`src/rtl/pipelined_dadda_multiplier.sv`:
```
// Pipelined WIDTH x WIDTH multiplier, signed (Baugh-Wooley) or unsigned per operation,
// with valid/ready flow control; partial products are compressed on Dadda height levels.
module pipelined_dadda_multiplier #(
    parameter int WIDTH  = 32,
    parameter int STAGES = 3,
    parameter int TAG_W  = 4
) (
    input  logic                 clk,
    input  logic                 rst,
    input  logic                 in_valid,
    output logic                 in_ready,
    input  logic [WIDTH-1:0]     x,
    input  logic [WIDTH-1:0]     y,
    input  logic                 is_signed,
    input  logic [TAG_W-1:0]     in_tag,
    output logic                 out_valid,
    input  logic                 out_ready,
    output logic [2*WIDTH-1:0]   ans,
    output logic [TAG_W-1:0]     out_tag,
    output logic                 busy
);
    localparam int PW   = 2 * WIDTH;
    localparam int MAXR = WIDTH;

    typedef logic [MAXR-1:0][PW-1:0] rows_t;

    function automatic int dadda_below(input int h);
        int d;
        d = 2;
        if (h <= 2) begin
            return h;
        end
        while ((d * 3) / 2 < h) begin
            d = (d * 3) / 2;
        end
        return d;
    endfunction

    function automatic int height_after(input int n0, input int lvl);
        int h;
        h = n0;
        for (int i = 0; i < lvl; i++) begin
            h = dadda_below(h);
        end
        return h;
    endfunction

    function automatic int num_levels(input int n0);
        int h;
        int cnt;
        h   = n0;
        cnt = 0;
        while (h > 2) begin
            h   = dadda_below(h);
            cnt = cnt + 1;
        end
        return cnt;
    endfunction

    // With no reduction stages (STAGES=2) the last stage owns every level.
    function automatic int stage_lo(input int k, input int nred, input int nlev);
        if (nred == 0 || k >= STAGES) begin
            return 0;
        end
        return ((k - 2) * nlev) / nred;
    endfunction

    function automatic int stage_hi(input int k, input int nred, input int nlev);
        if (nred == 0) begin
            return (k == STAGES) ? nlev : 0;
        end
        if (k >= STAGES) begin
            return 0;
        end
        return ((k - 1) * nlev) / nred;
    endfunction

    function automatic rows_t gen_pp(input logic [WIDTH-1:0] a, input logic [WIDTH-1:0] b,
                                     input logic sgn);
        rows_t            r;
        logic [WIDTH-1:0] row;
        r = '0;
        for (int i = 0; i < WIDTH; i++) begin
            row = a & {WIDTH{b[i]}};
            if (sgn) begin
                if (i == WIDTH - 1) begin
                    row = {row[WIDTH-1], ~row[WIDTH-2:0]};
                end else begin
                    row[WIDTH-1] = ~row[WIDTH-1];
                end
            end
            r[i] = {{WIDTH{1'b0}}, row} << i;
        end
        // Baugh-Wooley correction constants fit in the empty upper bits of row 0.
        r[0][WIDTH] = sgn;
        r[0][PW-1]  = sgn;
        return r;
    endfunction

    // One carry-save level: (n - h) row-wise 3:2 compressors bring n rows down to h.
    function automatic rows_t csa_level(input rows_t r, input int n, input int h);
        rows_t         o;
        logic [PW-1:0] a;
        logic [PW-1:0] b;
        logic [PW-1:0] c;
        int            k;
        o = '0;
        k = n - h;
        for (int t = 0; t < MAXR / 3; t++) begin
            if (t < k) begin
                a            = r[3*t];
                b            = r[3*t+1];
                c            = r[3*t+2];
                o[2*t]       = a ^ b ^ c;
                o[2*t+1]     = ((a & b) | (a & c) | (b & c)) << 1;
            end
        end
        for (int i = 0; i < MAXR; i++) begin
            if (i >= 3 * k && i < n) begin
                o[i-k] = r[i];
            end
        end
        return o;
    endfunction

    function automatic logic [PW-1:0] final_add(input rows_t r);
        return r[0] + r[1];
    endfunction

    localparam int NLEV = num_levels(WIDTH);
    localparam int NRED = STAGES - 2;

    if (WIDTH < 4 || WIDTH > 64) begin : g_bad_width
        $error("pipelined_dadda_multiplier: WIDTH must be in 4..64");
    end
    if (STAGES < 2 || STAGES > 6) begin : g_bad_stages
        $error("pipelined_dadda_multiplier: STAGES must be in 2..6");
    end

    logic                advance_s;
    logic                accept_s;
    logic [STAGES:1]     vld_q;
    logic [TAG_W-1:0]    tag_q [1:STAGES];
    logic [WIDTH-1:0]    x_q;
    logic [WIDTH-1:0]    y_q;
    logic                sgn_q;
    logic [PW-1:0]       ans_q;
    logic [PW-1:0]       ans_d;
    rows_t               stg_in  [2:STAGES];
    rows_t               stg_out [2:STAGES];

    assign advance_s = out_ready | ~vld_q[STAGES];
    assign in_ready  = advance_s & ~rst;
    assign accept_s  = in_valid & in_ready;

    assign stg_in[2] = gen_pp(x_q, y_q, sgn_q);

    for (genvar k = 2; k <= STAGES; k++) begin : g_stage
        localparam int LO = stage_lo(k, NRED, NLEV);
        localparam int HI = stage_hi(k, NRED, NLEV);
        rows_t lv [0:NLEV];

        assign lv[0] = stg_in[k];
        for (genvar l = 0; l < NLEV; l++) begin : g_lvl
            if (l >= LO && l < HI) begin : g_csa
                assign lv[l+1] = csa_level(lv[l], height_after(WIDTH, l),
                                           height_after(WIDTH, l + 1));
            end else begin : g_pass
                assign lv[l+1] = lv[l];
            end
        end
        assign stg_out[k] = lv[NLEV];

        if (k < STAGES) begin : g_reg
            rows_t rows_q;

            // Carry-save rows between reduction stages; hold while stalled.
            always_ff @(posedge clk) begin
                if (rst) begin
                    rows_q <= '0;
                end else if (advance_s) begin
                    rows_q <= stg_out[k];
                end
            end

            assign stg_in[k+1] = rows_q;
        end
    end

    assign ans_d = final_add(stg_out[STAGES]);

    // Valid/tag shift, operand capture and result register; ans/out_tag only change on delivery.
    always_ff @(posedge clk) begin
        if (rst) begin
            vld_q <= '0;
            x_q   <= '0;
            y_q   <= '0;
            sgn_q <= 1'b0;
            ans_q <= '0;
            for (int k = 1; k <= STAGES; k++) begin
                tag_q[k] <= '0;
            end
        end else if (advance_s) begin
            vld_q    <= {vld_q[STAGES-1:1], accept_s};
            x_q      <= x;
            y_q      <= y;
            sgn_q    <= is_signed;
            tag_q[1] <= in_tag;
            for (int k = 2; k < STAGES; k++) begin
                tag_q[k] <= tag_q[k-1];
            end
            if (vld_q[STAGES-1]) begin
                ans_q         <= ans_d;
                tag_q[STAGES] <= tag_q[STAGES-1];
            end
        end
    end

    assign out_valid = vld_q[STAGES];
    assign ans       = ans_q;
    assign out_tag   = tag_q[STAGES];
    assign busy      = |vld_q;

endmodule

```
`config.mk`:
```
export PLATFORM = sky130hd
export DESIGN_NAME = pipelined_dadda_multiplier
export DESIGN_NICKNAME = d
export VERILOG_FILES = /design/src/rtl/pipelined_dadda_multiplier.sv
export SDC_FILE = /design/constraint.sdc
export NUM_CORES = 2
export LEC_CHECK = 0
export CAP_MARGIN = 20
export CELL_PAD_IN_SITES_DETAIL_PLACEMENT = 1
export CELL_PAD_IN_SITES_GLOBAL_PLACEMENT = 2
export CORE_AREA = 8 8 323 325
export DETAILED_ROUTE_END_ITERATION = 6
export DIE_AREA = 0 0 331 333
export GPL_ROUTABILITY_DRIVEN = 0
export PLACE_DENSITY_LB_ADDON = 0.1
export SETUP_SLACK_MARGIN = 0.1
export SYNTH_ARGS = -nofsm -noshare
export SYNTH_HDL_FRONTEND = slang
export SYNTH_SLANG_ARGS = --single-unit
```
`constraint.sdc`:
```
create_clock -name clk -period 5.8 [get_ports clk]
set_input_delay 1.45 -clock clk [delete_from_list [all_inputs] [get_ports clk]]
set_output_delay 1.45 -clock clk [all_outputs]
set_load 0.005 [all_outputs]
```
---- After elaboration in Yosys (flattened, before gate mapping) ----
Memories as Yosys holds them, arrays and structs flattened.
Cells that the tools add are included.
word-level totals
  bits in registers ....................... 259
  memory bits (writable) .................. 12
  input bits .............................. 73
  output and inout bits ................... 71
  logic and storage cells ................. 337
  memories ................................ 1
memories
  name   depth  width  rd ports  clocked after Yosys merged registers in  wr ports  RTL line  source
  tag_q  3      4      3         0                                        3         143       logic [TAG_W-1:0] tag_q [1:STAGES];
operators by class
  add/sub/neg operators ................... 1
  muxes and demuxes ....................... 44
  bitwise operators ....................... 282
  reduce and logical (&&, ||, !) cells .... 2
operators by type and width
  cell                           count
  bitwise OR 63 bit              22
  bitwise AND 32 bit             32
  bitwise AND 63 bit             16
  bitwise XOR 64 bit             11
  bitwise AND 60 x 63 -> 63 bit  3
  bitwise OR 59 bit              3
  bitwise AND 61 x 63 -> 63 bit  2
  bitwise AND 63 x 37 -> 63 bit  2
  bitwise AND 63 x 41 -> 63 bit  2
  bitwise AND 63 x 45 -> 63 bit  2
  bitwise AND 63 x 51 -> 63 bit  2
  bitwise AND 63 x 60 -> 63 bit  2
  bitwise AND 60 x 62 -> 62 bit  2
  bitwise AND 57 x 59 -> 59 bit  2
  bitwise AND 54 x 55 -> 55 bit  2
  bitwise XOR 54 x 55 -> 55 bit  2
  bitwise AND 51 x 53 -> 53 bit  2
  bitwise AND 48 x 50 -> 50 bit  2
  bitwise OR 50 bit              2
  bitwise AND 43 x 44 -> 44 bit  2
  bitwise OR 44 bit              2
  bitwise AND 38 x 40 -> 40 bit  2
  bitwise AND 33 x 34 -> 34 bit  2
  adder 64 bit                   1
  130 further kinds              207

---- Longest topological paths before layout ----
  depth in word-level cells ............... 27
  mapped depth ............................ 19
  mapped depth without buffers ............ 17

---- Worst setup path before layout ----
OpenSTA, ideal clock, no wires.
  path type ............................... register -> register
  start point ............................. register sgn_q
  end point ............................... register g_stage[2].g_reg.rows_q[31] (netlist bit)
  setup time .............................. 117 ps
  data arrival time ....................... 5127 ps
  required time ........................... 5683 ps
  path slack .............................. 557 ps
  cell stages (with the launch flop) ...... 14
  path buffers ............................ 2
  clock period less this slack ............ 5243 ps
  cell sequence ........................... dfxtp_1 clkbuf_1 buf_1 xor2_1 fa_1 fa_1 fa_1 fa_1 fa_1 fa_1 fa_1 inv_1 fa_1 a22o_1
RTL lines
  what                    RTL line  source
  from (decl)             146       logic sgn_q;
  from (signal assigned)  207       sgn_q <= is_signed;
  to (signal assigned)    182       rows_q <= stg_out[k];
  to (decl)               175       rows_t rows_q;

==> results.ini <==
[placed_design]
io_buffers = 143
pre_cts_ws_ns = 0.221
hpwl_um = 110000
placed_area_um2 = 44700

[layout]
fin_area_um2 = 46000
layout.nets = 5598
area_growth_syn_to_layout_pct = 11.3
num-fill-cells = 11300
layout-drive-gt1-share_pct = 5.50

[worst_setup_path]
r2r_cells = 12
worst-path-max-fanout = 17
reg2reg_slack_ns = 0.31
worstPathRequired_ns = 6.25
critPathCaptureType = register
critPathKind = reg -> reg
worstReg2RegEnd = g_stage[2].g_reg.rows_q[19]$_SDFFE_PP0N_
crit_path_start_kind = register
arrival_ns = 5.93
r2r_start = y_q[2]$_SDFFE_PP0N_

[logic_synthesis]
yosysTopAreaCell = fa_1
yosys_warnings = 0
synth_commonest_cells = fa_1 (906), inv_1 (869), and2_1 (610), nand2_1 (554), clkbuf_1 (269)
synth_flop_cell = dfxtp_1
avgSynthCellArea_um2 = 9.45
synth_top_area_share_pct = 43.8
synthesis.nets = 5568
ys_ff_latch = 263
syn_area_um2 = 41400
post-synth-top-count-cell = fa_1
ys_seq_area_share_pct = 13.0
synth_cells = 4381
synth_edf_count = 12
synth_area_leaders = fa_1 (44%), dfxtp_1 (12%), and2_1 (9.2%)
ys_async_sr_fraction_pct = 0
post_synth_num_cell_types = 70

[clock_tree]
cts_buffers = 36
htree_levels = 2
clkLatencyLatePin_ns = 0.57
path_clk_slew_ns = 0.06
cts_tree = yes
clockBufferDepth = 3
postCtsSetupBuffers = 0
cts.sinks = 263
cts_root_buffer = clkbuf_16

[sta]
setup_slack_ns = 0.315
tns_ns = 0
final-hold-violation-count = 0
whs_ns = 0.448
setup_viol = 0
fmax_mhz = 182
rsz0062_at_grt = no
fin_worst_skew_ns = 0.0236
slew_viol_final = 0
max_slew.worst_pin.slew_ns = 1.07
finalCritPeriodShare_pct = 94.6
slew_headroom_pct = 28.8
period_needed_ns = 5.49

[floorplan]
num_io_pins = 144
num_rows = 116
die_h_um = 333
die_area_um2 = 110000
core_area_um2 = 99300
floorplan.initialDensity_pct = 41.7
die_w_um = 331

[power]
combPwrFrac_pct = 56.1
leakage_nw = 20.6
p_clk_share_pct = 21.5
intPower_mw = 6.32
p_seq_share_pct = 22.4
switchingPower_mw = 4.85
swShare_pct = 43.4
p_per_area_nw_per_um2 = 243
ir_worst_vdd_uv = 180

[detailed_routing]
routed_via_density = 5.20
drt_iter0_markers = 1548
totalWireLength_um = 137000
wl_per_cell_um = 23.9
num_vias = 29800
ant_nets = 0
drcViolationCount = 0
first_pass_iters = 5

[grt]
grt_antenna_before_repair = 2
grt_usage_pct = 25.3
grt_max_degree = 145
gr-total-overflow = 0
use_met2_pct = 40.1
grt_pass1_vias = 33400
grt-busiest-layer = met2
use_met1_pct = 35.7
grt_pass1_wl_um = 212000
grt_use_met3_pct = 4.53

[worst_hold_path]
hold_path_end = ans[54]$_SDFFE_PP0P_
hold_start = ans[54]$_SDFFE_PP0P_
hold_depth = 2
hp-class = reg -> reg

[flow_run]
drv_cap = 0

[outcome]
status = completed

## worst max-delay path by stage
stage | startpoint | end | slack, ns
floorplan | sgn_q$_SDFFE_PP0N_ | g_stage[2].g_reg.rows_q[31]$_SDFFE_PP0N_ | 0.56
global placement | y_q[10]$_SDFFE_PP0N_ | g_stage[2].g_reg.rows_q[31]$_SDFFE_PP0N_ | 0.31
detailed placement | y_q[10]$_SDFFE_PP0N_ | g_stage[2].g_reg.rows_q[28]$_SDFFE_PP0N_ | 0.22
CTS | y_q[10]$_SDFFE_PP0N_ | g_stage[2].g_reg.rows_q[28]$_SDFFE_PP0N_ | 0.22
global route | y_q[2]$_SDFFE_PP0N_ | g_stage[2].g_reg.rows_q[19]$_SDFFE_PP0N_ | 0.14
finish | y_q[2]$_SDFFE_PP0N_ | g_stage[2].g_reg.rows_q[19]$_SDFFE_PP0N_ | 0.31
## stage by stage
| stage | power (mW) | cells | util, % |
|---|---|---|---|
| floorplan | 6.54 | 4381 | - |
| global placement | 8.58 | 5669 | 45.1 |
| detailed placement | 8.80 | 5669 | 45.1 |
| CTS | 11.3 | 5733 | 46.3 |
| global route | 12.2 | 5736 | 46.4 |
| finish | 11.2 | 5739 | 46.4 |
## power by group through the flow
stage / sequential (mW) / combinational [mW] / clock [mW]
CTS: 2.49 / 6.32 / 2.48
finish: 2.50 / 6.28 / 2.40
global placement: 2.53 / 6.06 / 0
global route: 2.53 / 7.10 / 2.53
detailed placement: 2.52 / 6.28 / 0
floorplan: 2.31 / 4.24 / 0
## per-layer routing
layer / up-vias / part of all wire, %
met2: 649 / 45
met3: 138 / 6.0
met1: 15800 / 46
met4: 0 / 2.7
met5: - / 0
li1: 13200 / -
## logic make-up (layout without fill, tap and decap cells)
family / Yosys count / count (layout) / synth area share, %
DFF: 263 / 263 / 13.0
muxes: 1 / 1 / 0.0242
AOI/OAI and AO/OA: 446 / 446 / 8.11
xor gates and xnor gates: 95 / 95 / 2.01
and+or+nand+nor: 1301 / 1301 / 16.1
adders and majority gates: 1114 / 1114 / 50.1
other: 0 / 4 / 0
buffers and inverters: 1161 / 1217 / 10.6
## worst max-delay path, cell delays in order (launching register included)
cell and delay, ns:
dfxtp_1 0.80, buf_4 0.40, nand2_1 0.12, fa_1 0.45, fa_1 0.50, fa_1 0.66
fa_1 0.48, fa_1 0.52, fa_1 0.44, fa_1 0.50, inv_1 0.04, ha_1 0.26
a22o_1 0.20
## final cells by class
| cell class | count | area [µm²] | share of cell area [%] |
|---|---|---|---|
| Antenna cell | 4 | 10.0 | 0.0217 |
| Clock buffer | 51 | 1070 | 2.32 |
| Clock inverter | 13 | 193 | 0.418 |
| Inverter | 869 | 3260 | 7.08 |
| Multi-Input combinational cell | 2957 | 31600 | 68.7 |
| Sequential cell | 263 | 5400 | 11.7 |
| Tap cell | 1298 | 1620 | 3.53 |
| Timing Repair Buffer | 284 | 2870 | 6.24 |
## timing repair
item	4_1_cts	5_1_grt
hold buffers	0	0
setup endpoints to repair	0	19
resized for setup	0	1
## cell usage in the layout (no fill, tap or decap), drive strengths merged, types with 5 or more instances in the layout
cell / count
a21o: 29
nand3b: 5
o2111a: 5
nand3: 20
clkdlybuf4s50: 142
buf: 142
o211ai: 8
o31ai: 10
a21oi: 97
dfxtp: 251
edfxtp: 12
o21a: 8
xor2: 51
nor3: 13
ha: 208
nand2: 554
and2: 611
a31oi: 11
a221o: 5
o21bai: 14
nor2b: 5
xnor2: 44
nor2: 41
inv: 872
a22o: 183
and3: 7
clkbuf: 51
nand4: 18
or3: 8
a211oi: 8
o21ai: 42
fa: 906
## flip-flops by register name, indices dropped and copies added (netlist names)
register / cells
g_stage.g_reg.rows_q: 119
vld_q: 3
y_q: 32
ans: 64
sgn_q: 1
tag_q: 12
x_q: 32
(Power assumes the default switching activity.)
